[src/rtl/uart_pkg.sv]
// uart_pkg: shared types and constants for the buffered UART transmitter
// (and a future buffered receiver).
//   parity_e     - decoded parity selection (reserved encoding folds to NONE)
//   tx_state_e   - transmitter frame FSM states
//   PARITY_*     - raw encodings of the 2-bit parity_mode input
package uart_pkg;

    localparam logic [1:0] PARITY_NONE = 2'b00;
    localparam logic [1:0] PARITY_EVEN = 2'b01;
    localparam logic [1:0] PARITY_ODD  = 2'b10;

    typedef enum logic [1:0] {
        NONE = 2'b00,
        EVEN = 2'b01,
        ODD  = 2'b10
    } parity_e;

    typedef enum logic [2:0] {
        IDLE,
        START,
        DATA,
        PARITY,
        STOP
    } tx_state_e;

    // Raw mode 2'b11 is reserved and behaves exactly like "no parity".
    function automatic parity_e decode_parity(input logic [1:0] mode);
        case (mode)
            PARITY_NONE: return NONE;
            PARITY_EVEN: return EVEN;
            PARITY_ODD:  return ODD;
            default:     return NONE;
        endcase
    endfunction

endpackage

[src/rtl/uart_tx_fifo_if.sv]
// uart_tx_fifo_if: word handshake between the host logic and the UART TX.
//   data_tx   - word to transmit (BITS_N bits)
//   valid     - data_tx valid; accepted on a clock edge with valid && tx_ready
//   tx_ready  - transmitter FIFO can take a word
// master: host side, slave: transmitter side.
interface uart_tx_fifo_if #(
    parameter int BITS_N = 8
);
    logic [BITS_N-1:0] data_tx;
    logic              valid;
    logic              tx_ready;

    modport master (output data_tx, output valid, input tx_ready);
    modport slave  (input data_tx, input valid, output tx_ready);
endinterface

[src/rtl/sync_fifo.sv]
// sync_fifo: single-clock FIFO with occupancy count.
//   clk, reset_n - clock, synchronous active-low reset (empties the FIFO)
//   push, din    - write request and data; ignored while full
//   pop, dout    - read request; dout always shows the head entry
//   full, empty  - occupancy flags (pure functions of registered count)
//   count        - entries held, 0..DEPTH
// DEPTH must be a power of 2 so the pointers wrap by natural overflow.
module sync_fifo #(
    parameter int WIDTH = 8,
    parameter int DEPTH = 16
) (
    input  logic                   clk,
    input  logic                   reset_n,
    input  logic                   push,
    input  logic [WIDTH-1:0]       din,
    input  logic                   pop,
    output logic [WIDTH-1:0]       dout,
    output logic                   full,
    output logic                   empty,
    output logic [$clog2(DEPTH):0] count
);
    localparam int AW = $clog2(DEPTH);
    localparam int CW = AW + 1;
    localparam logic [CW-1:0] FULL_CNT = CW'(DEPTH);

    logic [WIDTH-1:0] mem [DEPTH];
    logic [AW-1:0]    wr_ptr;
    logic [AW-1:0]    rd_ptr;
    logic             push_ok;
    logic             pop_ok;

    assign full    = (count == FULL_CNT);
    assign empty   = (count == '0);
    assign push_ok = push && !full;
    assign pop_ok  = pop && !empty;
    assign dout    = mem[rd_ptr];

    // Storage carries no reset; only pointers and count define contents.
    always_ff @(posedge clk) begin
        if (push_ok) mem[wr_ptr] <= din;
    end

    always_ff @(posedge clk) begin
        if (!reset_n) begin
            wr_ptr <= '0;
            rd_ptr <= '0;
            count  <= '0;
        end else begin
            if (push_ok) wr_ptr <= wr_ptr + 1'b1;
            if (pop_ok)  rd_ptr <= rd_ptr + 1'b1;
            case ({push_ok, pop_ok})
                2'b10:   count <= count + 1'b1;
                2'b01:   count <= count - 1'b1;
                default: count <= count;
            endcase
        end
    end
endmodule

[src/rtl/uart_tx_fifo.sv]
// uart_tx_fifo: buffered UART transmitter with runtime frame configuration.
//   clk, reset_n - clock, synchronous active-low reset (aborts any frame)
//   tx           - slave side of the word handshake (data_tx/valid/tx_ready)
//   parity_mode  - 00 none, 01 even, 10 odd, 11 none; latched per frame
//   two_stop     - 1: two stop bits; latched per frame
//   uart_out     - registered serial line, idle high
//   busy         - frame in progress or words still buffered
//   fifo_count   - buffered words, excluding the one being shifted
// Frame: start, BITS_N data bits LSB first, optional parity, 1 or 2 stops.
module uart_tx_fifo
    import uart_pkg::*;
#(
    parameter int CLKS_PER_BIT = 50_000_000 / 115_200,
    parameter int BITS_N       = 8,
    parameter int FIFO_DEPTH   = 16
) (
    input  logic                        clk,
    input  logic                        reset_n,
    uart_tx_fifo_if.slave               tx,
    input  logic [1:0]                  parity_mode,
    input  logic                        two_stop,
    output logic                        uart_out,
    output logic                        busy,
    output logic [$clog2(FIFO_DEPTH):0] fifo_count
);
    localparam int CNT_W = $clog2(2 * CLKS_PER_BIT) + 1;
    localparam int BN_W  = $clog2(BITS_N);
    localparam logic [CNT_W-1:0] ONE_BIT_END = CNT_W'(CLKS_PER_BIT - 1);
    localparam logic [CNT_W-1:0] TWO_BIT_END = CNT_W'(2 * CLKS_PER_BIT - 1);
    localparam logic [BN_W-1:0]  LAST_BIT    = BN_W'(BITS_N - 1);

    tx_state_e         state, state_nxt;
    logic [CNT_W-1:0]  baud_cnt;
    logic [BN_W-1:0]   bit_n, bit_nxt;
    logic [BITS_N-1:0] shift;
    parity_e           par_q;
    logic              two_stop_q;

    logic              fifo_full, fifo_empty, pop;
    logic [BITS_N-1:0] fifo_head;
    logic              bit_end, par_en, par_bit, uart_d;
    logic [CNT_W-1:0]  cnt_end;

    sync_fifo #(
        .WIDTH (BITS_N),
        .DEPTH (FIFO_DEPTH)
    ) u_fifo (
        .clk     (clk),
        .reset_n (reset_n),
        .push    (tx.valid),
        .din     (tx.data_tx),
        .pop     (pop),
        .dout    (fifo_head),
        .full    (fifo_full),
        .empty   (fifo_empty),
        .count   (fifo_count)
    );

    // The FIFO already drops pushes while full; ready mirrors that state.
    assign tx.tx_ready = !fifo_full;
    assign busy        = (state != IDLE) || !fifo_empty;

    assign par_en  = (par_q != NONE);
    assign par_bit = (par_q == ODD) ? ~^shift : ^shift;
    // Only the stop phase may stretch to two bit periods.
    assign cnt_end = (state == STOP && two_stop_q) ? TWO_BIT_END : ONE_BIT_END;
    assign bit_end = (baud_cnt == cnt_end);

    always_comb begin
        state_nxt = state;
        pop       = 1'b0;
        bit_nxt   = '0;
        uart_d    = 1'b1;
        case (state)
            IDLE: begin
                if (!fifo_empty) begin
                    pop       = 1'b1;
                    state_nxt = START;
                end
            end
            START:  if (bit_end) state_nxt = DATA;
            DATA: begin
                bit_nxt = bit_end ? bit_n + 1'b1 : bit_n;
                if (bit_end && bit_n == LAST_BIT)
                    state_nxt = par_en ? PARITY : STOP;
            end
            PARITY: if (bit_end) state_nxt = STOP;
            STOP:   if (bit_end) state_nxt = IDLE;
            default: state_nxt = IDLE;
        endcase
        // Line level is computed for the upcoming cycle so uart_out can be
        // a plain register aligned with the state it belongs to.
        case (state_nxt)
            START:   uart_d = 1'b0;
            DATA:    uart_d = shift[bit_nxt];
            PARITY:  uart_d = par_bit;
            default: uart_d = 1'b1;
        endcase
    end

    always_ff @(posedge clk) begin
        if (!reset_n) begin
            state      <= IDLE;
            baud_cnt   <= '0;
            bit_n      <= '0;
            shift      <= '0;
            par_q      <= NONE;
            two_stop_q <= 1'b0;
            uart_out   <= 1'b1;
        end else begin
            state    <= state_nxt;
            bit_n    <= bit_nxt;
            uart_out <= uart_d;
            if (state_nxt != state || bit_end || state == IDLE)
                baud_cnt <= '0;
            else
                baud_cnt <= baud_cnt + 1'b1;
            // Frame configuration freezes at pop time.
            if (pop) begin
                shift      <= fifo_head;
                par_q      <= decode_parity(parity_mode);
                two_stop_q <= two_stop;
            end
        end
    end
endmodule
[src/flat_wrapper.sv]
// flat-port wrapper written by rule: the top's interface ports become plain ports
module uart_tx_fifo_flat import uart_pkg::*;
#(
    parameter int CLKS_PER_BIT = 50_000_000 / 115_200,
    parameter int BITS_N       = 8,
    parameter int FIFO_DEPTH   = 16
)
  (clk, reset_n, parity_mode, two_stop, uart_out, busy, fifo_count, tx_data_tx, tx_valid, tx_tx_ready);
  uart_tx_fifo_if #(.BITS_N(BITS_N)) tx_i ();
  input  logic clk;
  input  logic reset_n;
  input  logic [1:0] parity_mode;
  input  logic two_stop;
  output logic uart_out;
  output logic busy;
  output logic [$clog2(FIFO_DEPTH):0] fifo_count;
  input wire logic [$bits(tx_i.data_tx)-1:0] tx_data_tx;
  input wire logic [$bits(tx_i.valid)-1:0] tx_valid;
  output wire logic [$bits(tx_i.tx_ready)-1:0] tx_tx_ready;
  assign tx_i.data_tx = tx_data_tx;
  assign tx_i.valid = tx_valid;
  assign tx_tx_ready = tx_i.tx_ready;
  uart_tx_fifo #(.CLKS_PER_BIT(CLKS_PER_BIT), .BITS_N(BITS_N), .FIFO_DEPTH(FIFO_DEPTH)) u_core (.clk(clk), .reset_n(reset_n), .tx(tx_i), .parity_mode(parity_mode), .two_stop(two_stop), .uart_out(uart_out), .busy(busy), .fifo_count(fifo_count));
endmodule
[config.mk]
export PLATFORM = sky130hd
export DESIGN_NAME = uart_tx_fifo_flat
export DESIGN_NICKNAME = d
export VERILOG_FILES = /design/src/rtl/uart_pkg.sv /design/src/rtl/uart_tx_fifo_if.sv /design/src/rtl/sync_fifo.sv /design/src/rtl/uart_tx_fifo.sv /design/src/flat_wrapper.sv
export SDC_FILE = /design/constraint.sdc
export NUM_CORES = 1
export LEC_CHECK = 0
export BUFFER_PORTS_ARGS = -buffer_cell sky130_fd_sc_hd__buf_4
export CORE_MARGIN = 3
export CORE_UTILIZATION = 50
export CTS_CLUSTER_DIAMETER = 200
export DETAILED_ROUTE_END_ITERATION = 7
export PLACE_DENSITY = 0.67
export SLEW_MARGIN = 5
export SYNTH_ARGS = -nofsm -noshare
export SYNTH_HDL_FRONTEND = slang
export SYNTH_SLANG_ARGS = --single-unit
[constraint.sdc]
create_clock -name clk -period 7.15 [get_ports clk]
set_input_delay 0.3575 -clock clk [delete_from_list [all_inputs] [get_ports clk]]
set_output_delay 0.3575 -clock clk [all_outputs]
set_load 0.005 [all_outputs]
==> flow_metrics.py <==
metrics = {
    "sta": {
        "drv_slew": 0,
        "setup_slack_ns": 4.11,
        "fmax_mhz": 329,
        "whs_ns": 0.197,
        "tns_ns": 0,
        "timing.final.crit_period_ns": 3.04,
        "setup_viol_count_final": 0,
        "max_slew_margin_pct": 38.3,
        "fin_crit_sh_pct": 42.5,
        "skew_ns": 0.0111,
        "hold_viol_final": 0,
        "rsz0062_at_grt": "no",
        "worst_pin_slew_ns": 0.922,
    },
    "clocking": {
        "h-tree-depth": 4,
        "clk_pin_slew_ns": 0.06,
        "root_buffer": "clkbuf_16",
        "clock_sinks": 170,
        "clockBufferDepth": 2,
        "cts_resized": 0,
        "cts_tree": "done",
        "insertion_delay_ns": 0.42,
        "numCtsBuffers": 17,
        "cts_hold_buffers": 0,
        "post_cts_buffers": 0,
    },
    "floorplanning": {
        "coreArea_sq_mm": 0.0136,
        "pin_count": 22,
        "start_util_pct": 52.5,
        "die_w_microns": 125,
        "rows": 42,
        "dieHeight_microns": 125,
        "dieArea_sq_mm": 0.0157,
    },
    "synth": {
        "ys_seq_elements": 170,
        "yosys_warnings": 0,
        "syn_inst": 459,
        "synth_edf_count": 128,
        "synth_cell_types": 54,
        "synth.net_count": 486,
        "ys_async_sr_fraction_pct": 0,
        "yosysSeqAreaShare_pct": 65.8,
        "syn_avg_cell_area_sq_um": 15.5,
        "synth_flop_cell": "edfxtp_1",
        "syn-cell-area_sq_mm": 0.00711,
    },
    "grt": {
        "grt_pass1_wl_microns": 21600,
        "grt_pass1_vias": 3948,
        "track_usage_pct": 18.1,
        "antenna_found_initial": 0,
        "grt_max_degree": 36,
        "grt_overflow": 0,
    },
    "drt": {
        "drtIter0Drc": 284,
        "routedWlPerCell_microns": 19.6,
        "vias_per_cell": 5.71,
        "dr_total_vias": 3850,
        "firstDrtPassIters": 5,
        "drc": 0,
        "drtAntennaViolNets": 0,
        "routed_wl_microns": 13200,
    },
    "place": {
        "globalplace.congestion": 0.823,
        "preCtsSetupSlack_ns": 4.18,
        "dpl.cell_count": 643,
        "io_buffers": 21,
        "hpwl_microns": 8770,
    },
    "power_and_ir_drop": {
        "power_leakage_nw": 2.62,
        "cellPowerDensity_mw_per_mm2": 332,
        "ir_drop_mv": 0.199,
    },
    "final_layout": {
        "nets": 513,
        "final_common_cell": "edfxtp_1",
        "drive_gt1_share_pct": 22.3,
        "final_cell_mix": "edfxtp_1 (128), nor2_1 (50), dfxtp_1 (41)",
        "area_growth_pct": 12.2,
        "diodes": 0,
        "instances_no_fill": 674,
    },
    "worst_setup_path": {
        "cpLargestDelayFamily": "adder cells",
        "crit_fanout": 17,
        "critPathBufInv": 4,
        "start_kind": "flip-flop",
        "end_kind": "flip-flop",
        "critPathKind": "flip-flop to flip-flop",
        "crit_chain": "nor3_1 -> o21ai_1 -> buf_4 -> inv_1 -> ha_1 -> inv_1 -> fa_1 -> inv_1 -> a21o_1 -> a21oi_1 -> xnor2_1 -> or3_1 -> a21oi_1",
        "slowest_delay_ns": 0.40,
        "slowest_stage": "fa_1",
        "critPathRequiredTime_ns": 7.50,
        "crit_arrival_ns": 3.38,
        "critPathMostFrequentCell": "inv_1",
    },
    "flow_run": {
        "cap_violations": 0,
    },
    "min_path": {
        "hold_class": "input pin to flip-flop",
    },
    "outcome": {
        "status": "finished, final reports clean",
    },
}
[synthesized netlist by cell type (7+ instances only)]
cell	number	area [sq um]
edfxtp_1	128	3840
nor2_1	50	188
dfxtp_1	42	841
mux4_2	40	901
nand2_1	31	116
a21oi_1	19	95.1
xor2_1	14	123
xnor2_1	13	114
clkbuf_1	12	45.0
ha_1	12	150
inv_1	11	41.3
nor3_1	10	50.1
nand3_1	7	35.0
[per-layer routing]
layer | global-route usage [%] | share of wire [%]
met1 | 24.8 | 45
met2 | 28.0 | 49
met3 | 5.76 | 5.7
met4 | 5.42 | 0.86
met5 | 0 | 0
[worst paths after layout]
path | startpoint | to | slack [ns] | depth (start not counted)
worst max-delay path | u_core.state[0] | u_core.u_fifo.count[4] | 4.11 | 13
worst min-delay path | reset_n | u_core.state[2] | 0.20 | 2
worst max register to register | u_core.state[0] | u_core.u_fifo.count[4] | 4.11 | 13
worst min register to register | u_core.two_stop_q | u_core.two_stop_q | 0.48 | 2
[worst register-to-register path, stage by stage, from the launching register on]
cell     delay (ns)
dfxtp_1        0.38
nor3_1         0.30
o21ai_1        0.11
buf_4          0.20
inv_1          0.33
ha_1           0.32
inv_1          0.11
fa_1           0.40
inv_1          0.07
a21o_1         0.11
a21oi_1        0.07
xnor2_1        0.13
or3_1          0.30
a21oi_1        0.14
[sequential cells by signal, indices dropped and copies added, names as in the netlist]
register / flops
u_core.uart_out: 1
u_core.baud_cnt: 11
u_core.bit_n: 3
u_core.u_fifo.wr_ptr: 4
u_core.par_q: 2
u_core.shift: 8
u_core.two_stop_q: 1
u_core.u_fifo.rd_ptr: 4
u_core.u_fifo.count: 5
u_core.state: 3
u_core.u_fifo.mem: 128
[area by class of cell]
class,instances,area [sq um]
clock buffers,17,425
clock inverters,14,96.3
fillers,1064,5580
inverters,12,45.0
multi-input cells,257,2300
flip-flops and latches,170,4690
well taps,176,220
repair buffers,28,210
[stage by stage]
step	util, %	area (sq um)	total power [mW]
after CTS	58.9	7980	2.68
final	58.9	7980	2.65
after detailed placement	55.0	7460	1.87
after floorplan	-	7110	1.70
after global routing	58.9	7980	2.80
after global placement	55.0	7460	1.85
[where the power goes]
group	internal (mW)	switching, mW	total, mW
combinational	0.319	0.324	0.643
sequential	1.13	0.0648	1.20
clock	0.442	0.373	0.814
[cells by family after synthesis]
group	share of synthesized area [%]
mux	13.7
xor+xnor	3.32
simple gates	9.29
compound gates	3.60
buf+inv	1.85
flops	65.8
fa+ha+maj	2.39
Power figures use the tool's default switching activity.
